===== config.mk =====
export PLATFORM = sky130hd
export DESIGN_NAME = mult_arbiter_flat
export DESIGN_NICKNAME = d
export VERILOG_FILES = /design/src/rtl/mult_arbiter_if.sv /design/src/rtl/mult_arbiter.sv /design/src/flat_wrapper.sv
export SDC_FILE = /design/constraint.sdc
export NUM_CORES = 1
export LEC_CHECK = 0
export BUFFER_PORTS_ARGS = -buffer_cell sky130_fd_sc_hd__buf_4
export CAP_MARGIN = 20
export CORE_AREA = 2 2 144 146
export DETAILED_ROUTE_END_ITERATION = 16
export DIE_AREA = 0 0 146 148
export PLACE_DENSITY = 0.49
export REMOVE_ABC_BUFFERS = 1
export SLEW_MARGIN = 40
export SYNTH_ARGS = -nofsm -noshare
export SYNTH_HDL_FRONTEND = slang
export SYNTH_SLANG_ARGS = --single-unit

===== constraint.sdc =====
create_clock -name clk -period 3.5 [get_ports clk]
set_clock_uncertainty 0.1 [all_clocks]
set_input_delay 0.35 -clock clk [delete_from_list [all_inputs] [get_ports clk]]
set_output_delay 0.35 -clock clk [all_outputs]
set_load 0.005 [all_outputs]

===== src/rtl/mult_arbiter_if.sv =====
// Bus bundle between the filter requesters, the shared multiplier and mult_arbiter.
// The slave side is the arbiter; the master side is the requesters plus the multiplier.
interface mult_arbiter_if #(
  parameter int NREQ      = 4,
  parameter int COEF_SIZE = 25
);
  localparam int IDW = (NREQ > 1) ? $clog2(NREQ) : 1;

  logic [NREQ-1:0]                req;
  logic [NREQ-1:0]                lock;
  logic                           hold;
  logic [NREQ*COEF_SIZE-1:0]      op_a;
  logic [NREQ*COEF_SIZE-1:0]      op_b;
  logic [NREQ-1:0]                grant;
  logic signed [COEF_SIZE-1:0]    mul_a;
  logic signed [COEF_SIZE-1:0]    mul_b;
  logic signed [2*COEF_SIZE-1:0]  mul_p;
  logic                           res_valid;
  logic [IDW-1:0]                 res_id;
  logic signed [2*COEF_SIZE-1:0]  res_p;
  logic                           busy;

  modport master (
    output req, lock, hold, op_a, op_b, mul_p,
    input  grant, mul_a, mul_b, res_valid, res_id, res_p, busy
  );

  modport slave (
    input  req, lock, hold, op_a, op_b, mul_p,
    output grant, mul_a, mul_b, res_valid, res_id, res_p, busy
  );
endinterface


===== src/rtl/mult_arbiter.sv =====
// Round-robin arbiter sharing one pipelined multiplier among NREQ filter channels.
// A {valid, id} tag pipeline follows each issue so the product comes back labelled.
module mult_arbiter #(
  parameter int NREQ      = 4,
  parameter int COEF_SIZE = 25,
  parameter int MULT_LAT  = 1
) (
  input  logic           clk,
  input  logic           reset,
  mult_arbiter_if.slave  bus
);
  localparam int IDW   = (NREQ > 1) ? $clog2(NREQ) : 1;
  localparam int DEPTH = 1 + MULT_LAT;

  logic [IDW-1:0]              ptr_r;
  logic [IDW-1:0]              idx_s;
  logic [IDW-1:0]              gnt_id_s;
  logic [IDW-1:0]              ptr_nxt_s;
  logic                        found_s;
  logic                        hit_s;
  logic                        issue_s;
  logic [NREQ-1:0]             grant_s;
  logic signed [COEF_SIZE-1:0] mul_a_r;
  logic signed [COEF_SIZE-1:0] mul_b_r;
  logic [DEPTH-1:0]            vld_r;
  logic [IDW-1:0]              id_r [DEPTH];

  // First requester at or after ptr_r (wrapping) wins; hold and reset veto any issue.
  always_comb begin
    found_s  = 1'b0;
    gnt_id_s = '0;
    idx_s    = '0;
    hit_s    = 1'b0;
    grant_s  = '0;
    for (int k = 0; k < NREQ; k++) begin
      idx_s    = IDW'((int'(ptr_r) + k) % NREQ);
      hit_s    = !found_s && bus.req[idx_s];
      gnt_id_s = hit_s ? idx_s : gnt_id_s;
      found_s  = found_s || hit_s;
    end
    if (!reset && !bus.hold && found_s) begin
      grant_s[gnt_id_s] = 1'b1;
    end else begin
      grant_s = '0;
    end
  end

  assign issue_s = |grant_s;

  // A locked winner keeps the pointer on itself; otherwise the pointer moves past it.
  always_comb begin
    ptr_nxt_s = '0;
    if (bus.lock[gnt_id_s]) begin
      ptr_nxt_s = gnt_id_s;
    end else if (gnt_id_s == IDW'(NREQ - 1)) begin
      ptr_nxt_s = '0;
    end else begin
      ptr_nxt_s = gnt_id_s + IDW'(1);
    end
  end

  // Pointer and operand registers; operands are forced to zero when nothing issues.
  always_ff @(posedge clk) begin
    if (reset) begin
      ptr_r   <= '0;
      mul_a_r <= '0;
      mul_b_r <= '0;
    end else if (issue_s) begin
      ptr_r   <= ptr_nxt_s;
      mul_a_r <= $signed(bus.op_a[gnt_id_s*COEF_SIZE +: COEF_SIZE]);
      mul_b_r <= $signed(bus.op_b[gnt_id_s*COEF_SIZE +: COEF_SIZE]);
    end else begin
      mul_a_r <= '0;
      mul_b_r <= '0;
    end
  end

  // Tag pipeline aligned with the multiplier: stage 0 sits beside the operand registers.
  always_ff @(posedge clk) begin
    if (reset) begin
      vld_r <= '0;
      for (int i = 0; i < DEPTH; i++) begin
        id_r[i] <= '0;
      end
    end else begin
      vld_r[0] <= issue_s;
      id_r[0]  <= gnt_id_s;
      for (int i = 1; i < DEPTH; i++) begin
        vld_r[i] <= vld_r[i-1];
        id_r[i]  <= id_r[i-1];
      end
    end
  end

  // Outputs read as cleared for the whole reset cycle, not just after the edge.
  assign bus.grant     = grant_s;
  assign bus.mul_a     = reset ? '0 : mul_a_r;
  assign bus.mul_b     = reset ? '0 : mul_b_r;
  assign bus.res_valid = !reset && vld_r[DEPTH-1];
  assign bus.res_id    = reset ? '0 : id_r[DEPTH-1];
  assign bus.res_p     = bus.mul_p;
  assign bus.busy      = !reset && (|vld_r);
endmodule


===== src/flat_wrapper.sv =====
// flat-port wrapper written by rule: the top's interface ports become plain ports
module mult_arbiter_flat 
#(
  parameter int NREQ      = 4,
  parameter int COEF_SIZE = 25,
  parameter int MULT_LAT  = 1
)
  (clk, reset, bus_req, bus_lock, bus_hold, bus_op_a, bus_op_b, bus_mul_p, bus_grant, bus_mul_a, bus_mul_b, bus_res_valid, bus_res_id, bus_res_p, bus_busy);
  mult_arbiter_if #(.NREQ(NREQ), .COEF_SIZE(COEF_SIZE)) bus_i ();
  input  logic clk;
  input  logic reset;
  input wire logic [$bits(bus_i.req)-1:0] bus_req;
  input wire logic [$bits(bus_i.lock)-1:0] bus_lock;
  input wire logic [$bits(bus_i.hold)-1:0] bus_hold;
  input wire logic [$bits(bus_i.op_a)-1:0] bus_op_a;
  input wire logic [$bits(bus_i.op_b)-1:0] bus_op_b;
  input wire logic [$bits(bus_i.mul_p)-1:0] bus_mul_p;
  output wire logic [$bits(bus_i.grant)-1:0] bus_grant;
  output wire logic [$bits(bus_i.mul_a)-1:0] bus_mul_a;
  output wire logic [$bits(bus_i.mul_b)-1:0] bus_mul_b;
  output wire logic [$bits(bus_i.res_valid)-1:0] bus_res_valid;
  output wire logic [$bits(bus_i.res_id)-1:0] bus_res_id;
  output wire logic [$bits(bus_i.res_p)-1:0] bus_res_p;
  output wire logic [$bits(bus_i.busy)-1:0] bus_busy;
  assign bus_i.req = bus_req;
  assign bus_i.lock = bus_lock;
  assign bus_i.hold = bus_hold;
  assign bus_i.op_a = bus_op_a;
  assign bus_i.op_b = bus_op_b;
  assign bus_i.mul_p = bus_mul_p;
  assign bus_grant = bus_i.grant;
  assign bus_mul_a = bus_i.mul_a;
  assign bus_mul_b = bus_i.mul_b;
  assign bus_res_valid = bus_i.res_valid;
  assign bus_res_id = bus_i.res_id;
  assign bus_res_p = bus_i.res_p;
  assign bus_busy = bus_i.busy;
  mult_arbiter #(.NREQ(NREQ), .COEF_SIZE(COEF_SIZE), .MULT_LAT(MULT_LAT)) u_core (.clk(clk), .reset(reset), .bus(bus_i));
endmodule

Yosys cells after proc, flatten, opt, wreduce, memory -nomap -nowiden. Memory sizes are Yosys's and may differ from the RTL's. Cells that the tools add are included.

Register bits: 54. Latch bits: 0. RAM bits: 4. Bits in read-only memories: 0. Input bits: 261. Word-level logic and storage cells: 68. Memories kept: 1.

Memory list: u_core.id_r (words 2, bits a word 2, rd ports 2, clocked after memory_dff 0, write ports 2, line mult_arbiter.sv:26) `logic [IDW-1:0] id_r [DEPTH];`.

Add/subtract/negate cells: 4. Multiply operators: 1. Div/mod/pow operators: 0. Order comparisons: 6. Eq/ne operators: 1. Shift operators: 2. Multiplexer cells: 27. Bitwise operators: 3. Reduce and logical (&&, ||, !) cells: 19.

Operators with widths (number): 100-bit by 8-bit variable part select with 25-bit output (2); 25-bit 2-to-1 mux (2); 2-bit 2-to-1 mux (9); 2-bit by 3-bit less-than comparator with 1-bit output (second input constant) (5); 1-bit binary-select mux with 2-bit select (5); 1-bit 2-to-1 mux (9); 1-bit logical AND (8); 2-bit by 5-bit multiplier with 7-bit output (second input constant) (1); 1-bit zero test (5); 2-bit by 1-bit adder with 2-bit output (second input constant) (2); 2-bit adder (second input constant) (2); 4-bit 2-to-1 mux (1); 2-bit OR reduction (2); 4-bit OR reduction (1); 1-bit logical OR (3); 1-bit demux with 2-bit select (1); 2-bit equality test (second input constant) (1); 2-bit by 1-bit greater-or-equal comparator with 1-bit output (second input constant) (1); 1-bit bitwise OR (2); 1-bit inverter (1).

Depth between registers and ports, before layout.
Depth after elaboration: 19. Depth in mapped cells: 12. Gate-level depth less buffers: 9.

Least setup slack after synthesis. OpenSTA, ideal clock, no wires.

Path type: input -> register. Start: input bus_req[0]. End: register u_core.mul_b_r[1]. Arrival: 2453 ps. Required time: 3255 ps. Path slack: 802 ps. Cell stages on the path: 11. Cell sequence: nor2b_1 -> a2111oi_2 -> or2_1 -> buf_4 -> inv_4 -> buf_6 -> buf_2 -> ha_1 -> o31ai_2 -> clkbuf_1 -> a311oi_1.

Word-level cells in the longest chain between the ends: 19. Elaborated cells between the ends (all ways): 33. Those cells by class: mul (1); order compare (2); shift (1); mux (15); bitwise (1); reduce/logical (13).

Ends and longest elaborated chain: start: declaration (line flat_wrapper.sv:12) `input wire logic [$bits(bus_i.req)-1:0] bus_req;`; parallel branches: the longest is 19 deep, another holds 2-bit by 5-bit multiplier with 7-bit output; end signal: assignment (line mult_arbiter.sv:71) `mul_b_r <= $signed(bus.op_b[gnt_id_s*COEF_SIZE +: COEF_SIZE]);`; end: declaration (line mult_arbiter.sv:24) `logic signed [COEF_SIZE-1:0] mul_b_r;`.

Parallel ways; which one is timed is not known. The select of a mux whose other input is x is not followed. A chain may end at the register's enable or synchronous reset.

Final worst setup path.
Start: register u_core.ptr_r[1]. End: output bus_grant[1].

Word-level cells in the longest chain between the ends: 16. Elaborated cells between the ends (all ways): 31. Those cells by class: add/sub (3); order compare (2); mux (15); reduce/logical (11).

Ends and longest elaborated chain: start: declaration (line mult_arbiter.sv:15) `logic [IDW-1:0] ptr_r;`; start signal: assignment (line mult_arbiter.sv:69) `ptr_r <= ptr_nxt_s;`; 2-bit by 1-bit adder with 2-bit output / 1-bit binary-select mux with 2-bit select (equally long branches) (line mult_arbiter.sv:36, mult_arbiter.sv:37); 1-bit binary-select mux with 2-bit select / 1-bit 2-to-1 mux (equally long branches) (line mult_arbiter.sv:37) `hit_s = !found_s && bus.req[idx_s];`; 1-bit 2-to-1 mux (implied by the code) / 1-bit zero test (equally long branches) (line mult_arbiter.sv:37); 1-bit logical AND (line mult_arbiter.sv:37); 1-bit logical OR (line mult_arbiter.sv:39) `found_s = found_s || hit_s;`; 1-bit zero test (line mult_arbiter.sv:37); 1-bit logical AND (line mult_arbiter.sv:37); 1-bit logical OR (line mult_arbiter.sv:39); 1-bit zero test (line mult_arbiter.sv:37); 1-bit logical AND (line mult_arbiter.sv:37); 2-bit 2-to-1 mux (line mult_arbiter.sv:38) `gnt_id_s = hit_s ? idx_s : gnt_id_s;`; 2-bit by 3-bit less-than comparator with 1-bit output (implied by the code) / 2-bit by 1-bit greater-or-equal comparator with 1-bit output (equally long branches) (line mult_arbiter.sv:42) `grant_s[gnt_id_s] = 1'b1;`; 1-bit logical AND (implied by the code) (line mult_arbiter.sv:42); 1-bit 2-to-1 mux (implied by the code) (line mult_arbiter.sv:42); 1-bit demux with 2-bit select; 4-bit 2-to-1 mux * (line mult_arbiter.sv:41) `if (!reset && !bus.hold && found_s) begin`; end: declaration (line flat_wrapper.sv:18) `output wire logic [$bits(bus_i.grant)-1:0] bus_grant;`.

Every way passes the cells marked *; elsewhere a longest branch is shown, timed or not. The select of a mux whose other input is x is not followed.

==> qor.csv <==
metric,value,unit
core area,20040,um2
layout cells sized above 1,0.4091,
IO Count,369,
max_slew headroom,0.5254,
yosys warns,0,
Cells after DPL,1002,
Worst R2R Start,u_core.ptr_r[1],
largest net degree at the start of global routing,104,
final-report setup violation count,0,
LEAKAGE,3.015,nW
Starting Density,0.1963,
drt wl/cell,17.71,um
Antenna Cells,0,
First-pass DRT Iterations,4,
nets,1006,
f_max,0.3668,GHz
"area leader, netlist",dfxtp_1,
"Avg Cell Area, Syn",7.152,um2
CP required,3.05,ns
Synth Register Bits,58,
post-CTS sizing,0,
Most used DFF post-synth,dfxtp_1,
post-synthesis sequential area ratio,0.2952,
GR Overflow Total,0,
Hold Crit Endpoint,u_core.mul_a_r[12],
H-tree depth,3,
critical-path maximum fanout,52,
total CTS buffers,9,
hold buffers post-CTS,0,
first-pass GRT wire length,26130,um
Startpoint Class,flip-flop,
placed cell areas,5761,um2
capturing point of the worst reg2reg path,u_core.ptr_r[1],
Worst R2R Path Depth,10,
ranking of synthesized cells by area,"dfxtp_1 30%, nand2_1 19%, buf_4 11%",
Buffers on Ports,268,
asr flop ratio synth,0,
Clock Sinks,58,
final hold vios,0,
Syn Inst Count,550,
GR Layer Usage met2,0.2262,
CP arrival,2.28,ns
Synth top area share,0.2952,
Vias/cell,4.344,
Total GRT Usage,0.1602,
via count,4422,
worst IR drop on VDD,0.1754,mV
Crit. End Element,primary output,
clock buffer depth,2,
Pins Over Slew Limit,0,
min-delay src,bus_op_a[37],
met1 Use GR,0.1920,
Unique masters post-synth,31,
number of synthesized flops with an enable pin,0,
critical path class,flip-flop to primary output,
DRC Markers,0,
Hold Path Stages,3,
GR peak layer,met2,
period utilisation layout,0.7789,
clock root buffer master,clkbuf_16,
hold_ws,0.1857,ns
Worst-Skew Late Latency,0.33,ns
die area,21610,um2
Final min period,2.726,ns
DR iter-0 viols,191,
Hold Crit Class,primary input to flip-flop,
Area growth syn-to-layout,53.85,%
dpl hpwl,13600,um
M3 GR Usage,0.1114,
Worst-Margin Slew,0.7119,ns
antenna violations before repair,0,
r2r setup slk,0.98,ns
maximum capacitance violations,0,
Placer Congestion,0.7589,
Die Wd,146,um
Die Height,148,um
Site Rows,52,
Finished Layout Cells,1018,
status,finished clean,
Fillers,2247,
DRT antenna net count,0,
unrepaired setup endpoints after global routing,no,
Routed WL,18030,um
post-CTS setup buffers,0,
vias in the first global route,4372,
Syn Std Cell Area,3934,um2
CTS tree,yes,
Pwr Density,376.2,nW/um2
"CTS clk-pin slew, worst paths",0.05,ns
fin area,6052,um2
==> critical path: stages (launching register included) <==
cell	delay, ns
dfxtp_1	0.45
a21o_1	0.15
a21oi_1	0.10
o22ai_4	0.20
buf_4	0.62
nand2_1	0.17
nor2_1	0.13
buf_4	0.12
==> state kept, by name (all words and copies together) (netlist names) <==
signal	flops
u_core.id_r	4
u_core.mul_a_r	25
u_core.ptr_r	2
u_core.mul_b_r	25
u_core.vld_r	2
==> power breakdown <==
| part | switching (mW) | internal [mW] | leakage [nW] | total (mW) |
|---|---|---|---|---|
| Combinational | 0.356 | 0.337 | 2.40 | 0.692 |
| Sequential | 0.0131 | 0.715 | 0.475 | 0.728 |
| Clock | 0.323 | 0.534 | 0.141 | 0.857 |
==> per-stage QoR <==
stage	utilization	setup TNS, ns	setup WS, ns	power (mW)
2_1_floorplan	-	-147.38	-3.000	1.073
3_3_place_gp	0.2875	0	0.8833	1.443
3_5_place_dp	0.2875	0	0.8511	1.445
4_1_cts	0.3020	0	0.7421	2.334
5_1_grt	0.3020	0	0.5729	2.416
6_report	0.3020	0	0.7737	2.277
==> routing by layer <==
layer  share of wire  wire length, um  vias to the layer above
met1            0.43             7726                     1968
met4           0.013              231                        4
met2            0.41             7424                      256
met5           0.010              181                        -
li1                -                -                     2174
met3            0.14             2468                       20
==> Yosys cell counts (2+ instances only) <==
cell type	number
a21oi_1	3
a311oi_1	45
a311oi_2	6
and2_1	2
and3_1	50
buf_2	11
buf_4	60
buf_6	3
clkbuf_1	20
dfxtp_1	58
ha_1	2
inv_1	4
inv_2	2
nand2_1	201
nor2_1	6
nor2b_1	57
o21ai_0	6
==> layout by cell type, fill, tap and decap left out <==
master,netlist,layout
buf_4,60,275
nand2_1,201,201
dfxtp_1,58,58
nor2b_1,57,57
and3_1,50,50
a311oi_1,45,45
clkbuf_16,0,9
nor2_1,6,6
a311oi_2,6,6
o21ai_0,6,6
inv_1,4,4
a21oi_1,3,3
clkbuf_8,0,3
inv_2,2,2
and2_1,2,2
ha_1,2,2
clkinvlp_4,0,2
clkinv_2,0,2
a21o_1,1,1
o22ai_4,0,1
a2111oi_2,1,1
o21a_1,1,1
o221a_1,1,1
or2_4,0,1
inv_4,1,1
or2_2,1,1
o31ai_4,0,1
mux2i_1,1,1
nand3b_1,1,1
a21boi_1,1,1
o21ai_1,1,1
o21bai_1,1,1
buf_12,0,1
==> how the worst max path moves through the flow <==
stage          cells past startpoint              end       startpoint  slack [ns]
3_5_place_dp                      11  u_core.ptr_r[1]       bus_req[0]        0.85
3_3_place_gp                      11  u_core.ptr_r[1]       bus_req[0]        0.88
5_1_grt                            7     bus_grant[0]  u_core.ptr_r[1]        0.57
4_1_cts                            7     bus_grant[1]  u_core.ptr_r[1]        0.74
6_report                           7     bus_grant[1]  u_core.ptr_r[1]        0.77
2_1_floorplan                      9  u_core.ptr_r[1]       bus_req[0]       -3.00
==> logic make-up (layout without fill, tap and decap cells) <==
group | after synthesis | in the layout | share of synthesized area
AOI/OAI and AO/OA | 69 | 69 | 0.1565
adders and majority gates | 2 | 2 | 0.006360
buffers and inverters | 101 | 299 | 0.1635
DFF | 58 | 58 | 0.2952
muxes | 1 | 1 | 0.002545
and+or+nand+nor | 319 | 319 | 0.3760
==> final cells by class <==
| type | count | area, um2 | share of cell area |
|---|---|---|---|
| Inverter | 7 | 28.78 | 0.004755 |
| Sequential cell | 58 | 1161 | 0.1919 |
| Clock buffer | 12 | 266.5 | 0.04404 |
| Timing Repair Buffer | 276 | 2085 | 0.3444 |
| Tap cell | 270 | 337.8 | 0.05582 |
| Multi-Input combinational cell | 391 | 2148 | 0.3550 |
| Clock inverter | 4 | 25.02 | 0.004135 |
(Power assumes the default switching activity.)
